### config.mk
export PLATFORM = sky130hd
export DESIGN_NAME = mul_issue_ctrl
export DESIGN_NICKNAME = d
export VERILOG_FILES = /design/src/rtl/rv32m_pkg.sv /design/src/rtl/mul_decode.sv /design/src/rtl/mul_issue_ctrl.sv
export SDC_FILE = /design/constraint.sdc
export NUM_CORES = 1
export LEC_CHECK = 0
export BUFFER_PORTS_ARGS = -buffer_cell sky130_fd_sc_hd__buf_2
export CORE_ASPECT_RATIO = 2
export CORE_MARGIN = 10
export CORE_UTILIZATION = 39
export DETAILED_ROUTE_END_ITERATION = 8
export HOLD_SLACK_MARGIN = 0.08
export PLACE_DENSITY = 0.79
export SLEW_MARGIN = 15
export SYNTH_ARGS = -nofsm -noshare
export SYNTH_HDL_FRONTEND = slang
export SYNTH_HIERARCHICAL = 1
export SYNTH_SLANG_ARGS = --single-unit
### constraint.sdc
create_clock -name clk_i -period 2.8 [get_ports clk_i]
set_clock_uncertainty 0.1 [all_clocks]
set_input_delay 0.84 -clock clk_i [delete_from_list [all_inputs] [get_ports clk_i]]
set_output_delay 0.84 -clock clk_i [all_outputs]
set_load 0.02 [all_outputs]
### src/rtl/rv32m_pkg.sv
// Shared RV32M multiply definitions: funct3 encodings, issue FSM states and
// the decoded operation flags.
package rv32m_pkg;

    localparam int unsigned XLEN = 32;

    localparam logic [2:0] F3_MUL    = 3'b000;
    localparam logic [2:0] F3_MULH   = 3'b001;
    localparam logic [2:0] F3_MULHSU = 3'b010;
    localparam logic [2:0] F3_MULHU  = 3'b011;

    typedef enum logic [2:0] {
        IDLE,
        START,
        BUSY,
        RESP,
        DRAIN
    } state_t;

    typedef struct packed {
        logic legal;
        logic signed_a;
        logic signed_b;
        logic upper;
    } mul_flags_t;

endpackage

### src/rtl/mul_decode.sv
// Combinational funct3 decode for the multiply group. DIV/REM encodings
// (funct3[2]=1) are reported as illegal with all operand flags cleared.
module mul_decode
    import rv32m_pkg::*;
(
    input  logic [2:0]  funct3,
    output mul_flags_t  flags
);

    // Map funct3 onto signedness / high-word selection
    always_comb begin
        flags = '0;
        unique case (funct3)
            F3_MUL:    flags = '{legal: 1'b1, signed_a: 1'b1, signed_b: 1'b1, upper: 1'b0};
            F3_MULH:   flags = '{legal: 1'b1, signed_a: 1'b1, signed_b: 1'b1, upper: 1'b1};
            F3_MULHSU: flags = '{legal: 1'b1, signed_a: 1'b1, signed_b: 1'b0, upper: 1'b1};
            F3_MULHU:  flags = '{legal: 1'b1, signed_a: 1'b0, signed_b: 1'b0, upper: 1'b1};
            default:   flags = '0;
        endcase
    end

endmodule

### src/rtl/mul_issue_ctrl.sv
// Issue/response controller in front of the RV32M multiplier. Accepts one
// request at a time, starts the multiplier with a single-cycle pulse, waits
// for completion under a watchdog and returns the result with its rd tag.
module mul_issue_ctrl
    import rv32m_pkg::*;
#(
    parameter int unsigned TIMEOUT_CYCLES = 16,
    parameter bit          FAST_ZERO      = 1'b1
) (
    input  logic            clk_i,
    input  logic            rst_i,
    input  logic            req_valid_i,
    output logic            req_ready_o,
    input  logic [2:0]      req_funct3_i,
    input  logic [XLEN-1:0] req_rs1_i,
    input  logic [XLEN-1:0] req_rs2_i,
    input  logic [4:0]      req_rd_i,
    input  logic            flush_i,
    output logic            rsp_valid_o,
    input  logic            rsp_ready_i,
    output logic [XLEN-1:0] rsp_data_o,
    output logic [4:0]      rsp_rd_o,
    output logic            rsp_err_o,
    output logic            busy_o,
    output logic            mult_en_o,
    output logic [XLEN-1:0] op_A_o,
    output logic [XLEN-1:0] op_B_o,
    output logic            signed_A_o,
    output logic            signed_B_o,
    output logic            upper_o,
    input  logic [XLEN-1:0] mult_result_i,
    input  logic            mult_done_i
);

    localparam int unsigned WD_W = $clog2(TIMEOUT_CYCLES + 1);

    state_t          state_q;
    state_t          state_d;
    mul_flags_t      dec;
    logic [XLEN-1:0] op_a_q;
    logic [XLEN-1:0] op_b_q;
    logic [XLEN-1:0] result_q;
    logic [4:0]      rd_q;
    logic            sa_q;
    logic            sb_q;
    logic            up_q;
    logic            err_q;
    logic [WD_W-1:0] wdog_q;
    logic            accept;
    logic            zero_op;
    logic            wd_expired;

    mul_decode u_decode (
        .funct3 (req_funct3_i),
        .flags  (dec)
    );

    assign accept     = req_valid_i && req_ready_o;
    assign zero_op    = (req_rs1_i == '0) || (req_rs2_i == '0);
    // The last counted cycle is the one in which the counter reads 1.
    assign wd_expired = (wdog_q == WD_W'(1));

    // State register
    always_ff @(posedge clk_i) begin
        if (rst_i) begin
            state_q <= IDLE;
        end else begin
            state_q <= state_d;
        end
    end

    // Next-state selection
    always_comb begin
        state_d = state_q;
        unique case (state_q)
            IDLE: begin
                if (accept) begin
                    if (!dec.legal || (FAST_ZERO && zero_op)) begin
                        state_d = RESP;
                    end else begin
                        state_d = START;
                    end
                end
            end
            START: begin
                state_d = flush_i ? DRAIN : BUSY;
            end
            BUSY: begin
                // A flush coinciding with done means the multiplier has
                // already finished, so there is nothing left to drain.
                if (flush_i) begin
                    state_d = mult_done_i ? IDLE : DRAIN;
                end else if (mult_done_i || wd_expired) begin
                    state_d = RESP;
                end
            end
            RESP: begin
                if (flush_i || rsp_ready_i) begin
                    state_d = IDLE;
                end
            end
            DRAIN: begin
                if (mult_done_i || wd_expired) begin
                    state_d = IDLE;
                end
            end
            default: state_d = IDLE;
        endcase
    end

    // Request latch, result capture and watchdog
    always_ff @(posedge clk_i) begin
        if (rst_i) begin
            op_a_q   <= '0;
            op_b_q   <= '0;
            rd_q     <= '0;
            sa_q     <= 1'b0;
            sb_q     <= 1'b0;
            up_q     <= 1'b0;
            err_q    <= 1'b0;
            result_q <= '0;
            wdog_q   <= '0;
        end else begin
            if (accept) begin
                op_a_q   <= req_rs1_i;
                op_b_q   <= req_rs2_i;
                rd_q     <= req_rd_i;
                sa_q     <= dec.signed_a;
                sb_q     <= dec.signed_b;
                up_q     <= dec.upper;
                err_q    <= !dec.legal;
                result_q <= '0;
            end
            if (state_q == START) begin
                wdog_q <= WD_W'(TIMEOUT_CYCLES);
            end else if ((state_q == BUSY || state_q == DRAIN) && wdog_q != '0) begin
                wdog_q <= wdog_q - WD_W'(1);
            end
            if (state_q == BUSY && !flush_i) begin
                if (mult_done_i) begin
                    result_q <= mult_result_i;
                end else if (wd_expired) begin
                    err_q <= 1'b1;
                end
            end
        end
    end

    // Handshake and control outputs derived from the current state
    always_comb begin
        req_ready_o = 1'b0;
        rsp_valid_o = 1'b0;
        mult_en_o   = 1'b0;
        busy_o      = (state_q != IDLE);
        unique case (state_q)
            IDLE:    req_ready_o = !flush_i;
            START:   mult_en_o   = 1'b1;
            RESP:    rsp_valid_o = 1'b1;
            default: ;
        endcase
    end

    assign rsp_data_o = result_q;
    assign rsp_rd_o   = rd_q;
    assign rsp_err_o  = err_q;
    assign op_A_o     = op_a_q;
    assign op_B_o     = op_b_q;
    assign signed_A_o = sa_q;
    assign signed_B_o = sb_q;
    assign upper_o    = up_q;

endmodule

==> results of run 1 <==
==> final cells by class <==
class / count / area share
Antenna cell: 2 / 0.0008157
Clock buffer: 21 / 0.07341
Clock inverter: 10 / 0.01448
Inverter: 5 / 0.003059
Multi-Input combinational cell: 363 / 0.3214
Sequential cell: 113 / 0.3687
Tap cell: 142 / 0.02896
Timing Repair Buffer: 222 / 0.1892
==> cells by family (layout without fill, tap and decap cells) <==
logic type      Yosys count  count (layout)
mux                       3               3
buf+inv                  44             258
simple gates            233             233
flops                   113             113
compound gates          119             119
other cells               0               2
fa+ha+maj                 3               3
xor+xnor                  5               5
==> placed cells by master (no fill, tap or decap), drive strengths merged, types with 3 or more instances in the layout <==
cell type	Yosys	routed
nor2b	4	4
nor2	48	48
nor3	3	3
ha	3	3
mux2i	3	3
a21oi	75	75
clkbuf	13	21
a22oi	32	32
inv	5	5
nor4	17	17
nand2	147	147
xnor2	3	3
a211oi	4	4
dfxtp	113	113
clkinvlp	0	4
nand4	4	4
clkinv	0	5
buf	26	222
==> metrics by stage <==
| stage | instances | util | power, mW | instance area [µm²] |
|---|---|---|---|---|
| after floorplan | 520 | - | 2.786 | 4471 |
| after global placement | 845 | 0.4955 | 3.143 | 5592 |
| after detailed placement | 845 | 0.4955 | 3.172 | 5592 |
| after CTS | 876 | 0.5432 | 5.135 | 6131 |
| after global routing | 877 | 0.5435 | 5.327 | 6133 |
| final | 878 | 0.5437 | 5.067 | 6136 |
==> critical path, cell delays in order, from the launching register on <==
cell and delay [ns]:
dfxtp_1 0.43, or3_1 0.51, nor2_1 0.12, buf_2 0.20
==> synth_stat cells (2+ instances only) <==
cell type	n
a211oi_1	3
ha_1	3
nor4_1	17
nor2_1	47
buf_2	13
dfxtp_1	113
buf_6	5
a22oi_1	2
a22oi_2	30
clkbuf_1	13
nand4_1	4
nor2b_1	3
nand2b_1	2
buf_4	7
xor2_1	2
nand2_1	147
nor3_1	3
inv_1	5
a21oi_1	75
mux2i_1	3
and3_1	2
xnor2_1	3
==> routing by layer <==
layer	part of all wire	GRT usage
met5	0	0
met4	0.021	0.07221
met3	0.083	0.05936
met2	0.54	0.2975
met1	0.35	0.1619
==> worst paths after layout <==
path,startpoint,slack [ns],depth (start not counted),endpoint
worst min register to register,op_B_o[3],0.35,2,op_B_o[3]
worst max register to register,state_q[0],0.54,5,rsp_data_o[0]
worst min-delay path,op_B_o[3],0.35,2,op_B_o[3]
worst max-delay path,state_q[0],0.20,3,req_ready_o
==> registers in the layout, indices dropped and copies added (netlist names) <==
signal      flops
upper_o         1
rsp_err_o       1
state_q         3
signed_B_o      1
rsp_rd_o        5
rsp_data_o     32
signed_A_o      1
op_B_o         32
op_A_o         32
wdog_q          5
==> power breakdown <==
group	switching (mW)	internal, mW	total, mW
Sequential	0.131	1.79	1.92
Combinational	0.766	0.433	1.20
Clock	0.716	1.23	1.95
==> flow_summary.ini, run 1 <==
[status]
status = finished, final reports clean

[timing]
slew_viol_final = 0
report.final.setup_viol = 0
setup_slack_ns = 0.2003
slew_headroom = 0.2813
setup_tns_ns = 0
hold_slack_ns = 0.3495
worstMarginPinSlew_ns = 1.076
clock.fmax_mhz = 384.7
rsz0062_at_grt = no
timing.final.crit_share = 0.9285
hold_violations = 0
post-route-min-period_ns = 2.600

[clock_network]
cts_hold_buf = 0
cts_made_buffers = 17
clk_latency_ns = 0.40
clockRootBuffer = clkbuf_16
post_cts_buffers = 0
clock_path_buffers = 2
clk_pin_slew_worst_paths_ns = 0.05
clkSinkCount = 113
htreeDepth = 4
ctsResizeCount = 0
cts_tree = yes

[synthesis]
synth_cell_type_count = 40
synth_fa_ha_area_frac = 0.008396
syn_area_per_cell_um2 = 8.597
synth.area.top_cells = dfxtp_1, nand2_1, a21oi_1, a22oi_2, nor2_1
synth-seq-cells = 113
synth_compound_area_frac = 0.1923
syn_nets = 633
syn_area_um2 = 4471
synth_edf_count = 0
yosysSeqAreaShare = 0.5060
synthXorXnorAreaFrac = 0.009796
synth_top_cell_by_area = dfxtp_1
syn-instance-count = 520
muxShareOfSynthArea = 0.006717
yosysTopAreaCellShare = 0.5060
ys_async_sr_fraction = 0
yosys_warnings = 6
synth_simple_gate_area_frac = 0.2219
synth_top_family_by_area = simple AND/OR/NAND/NOR gates
synthFlopType = dfxtp_1

[pwr]
max-vdd-ir-drop_uv = 467.7
cellLeakagePower_nw = 2.706
power_density_nw_per_um2 = 825.9

[finish]
layout-drive-gt1-share = 0.3910
multi_input_comb_area_um2 = 1972
register_area_um2 = 2262
fillerInstances = 1081
area_growth_pct = 37.25
nNetsFinal = 835

[grt]
first_global_vias = 4302
grt_pass1_wl_mm = 21.13
grt_max_degree = 75
grt.total_usage = 0.1652
antenna_found_initial = 1
overflow = 0

[run]
cap_violations = 0

[placement]
post-place-ws_ns = 0.2233
port_buffers = 218
gp_congestion = 0.8189
hpwl_mm = 10.75

[routing]
wl_mm = 14.28
route.vias.total = 4306
routedWlPerCell_um = 16.26
viasPerCell = 4.904
drc = 0
drt_iter0_drc = 125
dr.pass1.iters = 4
ant_nets = 0

[die]
floorplan.die_area_um2 = 16400
num_rows = 55
io_pins = 219
initial_core_util = 0.3961
die_x_um = 95.71
die_h_um = 171.4
coreArea_um2 = 11290

[worst_setup_path]
startpoint_type = flip-flop
path_max_fanout = 13
worst_ep_required_time_ns = 1.86
critPathKind = flip-flop to output port
worstSetupEndpointType = output port
cp.arrival_ns = 1.66

[min_path]
hold_class = flip-flop to flip-flop
No activity file was read; power rests on OpenSTA's default activity.
==> run 2, diff against run 1 <==
BUFFER_PORTS_ARGS = default   (was -buffer_cell sky130_fd_sc_hd__buf_2)
DONT_BUFFER_PORTS = 1   (was default)
PLACE_DENSITY = 0.62   (was 0.79)
TNS_END_PERCENT = 30   (was default)
==> flow_summary.ini, run 2 (synthesized netlist as in run 1, its figures left out) <==
[status]
status = finished, final reports clean

[pwr]
cellLeakagePower_nw = 1.723
fin_total_pwr_mw = 4.965
clockPowerShare = 0.424
power.internal_mw = 3.384
pwr-share-comb = 0.145
power.sequential.fraction = 0.431
max-vdd-ir-drop_uv = 522.4
p_switching_mw = 1.581
power_density_nw_per_um2 = 976.6
sw_frac_of_total = 0.3184

[clock_network]
cts_tree = yes
cts_made_buffers = 17
ctsResizeCount = 0
clk_pin_slew_worst_paths_ns = 0.06
clockRootBuffer = clkbuf_16
clock_path_buffers = 2
post_cts_buffers = 0
clkSinkCount = 113
clk_latency_ns = 0.40
htreeDepth = 4
cts_hold_buf = 0

[worst_setup_path]
critPathTopFamily = simple AND/OR/NAND/NOR gates
worstSetupEndpointType = output port
path_max_fanout = 9
slowest_delay_ns = 0.62
critPathKind = flip-flop to output port
startpoint_type = flip-flop
worst_ep_required_time_ns = 1.86
cp.arrival_ns = 1.72
cp_slowest_cell = or3_1
path_cells = or3_1 -> nor2_2
cp.buffers_inverters = 0

[grt]
grt_max_degree = 113
grt.met2_usage = 0.2620
met1_usage = 0.1430
antenna_found_initial = 0
grt.total_usage = 0.1562
met3_usage = 0.09385
overflow = 0
first_global_vias = 3583
grt_pass1_wl_mm = 19.80
busiest_layer = met2

[finish]
final_common_cell = nand2_1
layout-drive-gt1-share = 0.1481
multi_input_comb_area_um2 = 1974
num_antenna_cells = 0
final_util = 0.4504
final_area_um2 = 5084
fillerInstances = 1119
mostFrequentLayoutCells = nand2_1, dfxtp_1, a21oi_1
nNetsFinal = 620
area_growth_pct = 13.71
register_area_um2 = 2262
instances_no_fill = 662

[die]
coreArea_um2 = 11290
die_h_um = 171.4
io_pins = 219
die_x_um = 95.71
initial_core_util = 0.3961
floorplan.die_area_um2 = 16400
num_rows = 55

[min_path]
hold_class = input port to flip-flop

[placement]
port_buffers = 0
hpwl_mm = 9.985
placed_area_um2 = 4496
gp_congestion = 0.8067
place_inst = 630
post-place-ws_ns = 0.3725

[run]
cap_violations = 0

[routing]
ant_nets = 0
route.vias.total = 3603
drc = 0
routedWlPerCell_um = 19.91
viasPerCell = 5.443
wl_mm = 13.18
dr.pass1.iters = 4
drt_iter0_drc = 131

[timing]
rsz0062_at_grt = no
setup_tns_ns = 0
worstMarginPinSlew_ns = 1.034
hold_violations = 0
hold_slack_ns = 0.4029
slew_headroom = 0.3093
post-route-min-period_ns = 2.656
clock.fmax_mhz = 376.6
timing.final.crit_share = 0.9484
report.final.setup_viol = 0
slew_viol_final = 0
setup_slack_ns = 0.1444
==> run 2: changes by cell type in the layout (fill, tap and decap cells not counted), sizes merged <==
| cell | delta |
|---|---|
| buf | -215 |
| clkbuf | -4 |
| clkinv | +3 |
| inv | +3 |
| clkinvlp | -2 |
| diode | -2 |
| bufinv | +1 |
==> run 2: layout make-up <==
type / count / area share
clock buffers: 17 / 0.08368
clock inverters: 15 / 0.03150
repair buffers: 7 / 0.01280
inverters: 5 / 0.003692
multi-input cells: 363 / 0.3884
flip-flops and latches: 113 / 0.4450
well taps: 142 / 0.03495
==> run 2: worst reg2reg max path, stage by stage (launching register included) <==
cell and delay, ns:
dfxtp_1 0.55, or3_1 0.46, nor2b_4 0.10, nor2_4 0.81, a22oi_1 0.16, nor2_1 0.13
==> run 2: power groups by stage <==
| stage | clock network, mW | registers (mW) | logic [mW] |
|---|---|---|---|
| 2_1_floorplan | 0 | 2.10 | 0.682 |
| 3_3_place_gp | 0 | 2.18 | 0.700 |
| 3_5_place_dp | 0 | 2.18 | 0.727 |
| 4_1_cts | 2.16 | 2.15 | 0.729 |
| 5_1_grt | 2.23 | 2.17 | 0.824 |
| 6_report | 2.10 | 2.14 | 0.721 |
==> run 2: worst paths after layout <==
path | from | endpoint | slack, ns | depth (start not counted)
setup / recovery | state_q[2] | req_ready_o | 0.14 | 2
hold / removal | rst_i | rsp_data_o[22] | 0.40 | 1
setup reg to reg | state_q[1] | rsp_data_o[31] | 0.42 | 5
hold reg to reg | wdog_q[4] | wdog_q[4] | 0.42 | 1
==> run 2: routing by layer <==
| layer | part of all wire | up-vias |
|---|---|---|
| met5 | 0 | - |
| met1 | 0.31 | 1664 |
| met3 | 0.15 | 22 |
| li1 | - | 1734 |
| met4 | 0.027 | 0 |
| met2 | 0.51 | 183 |
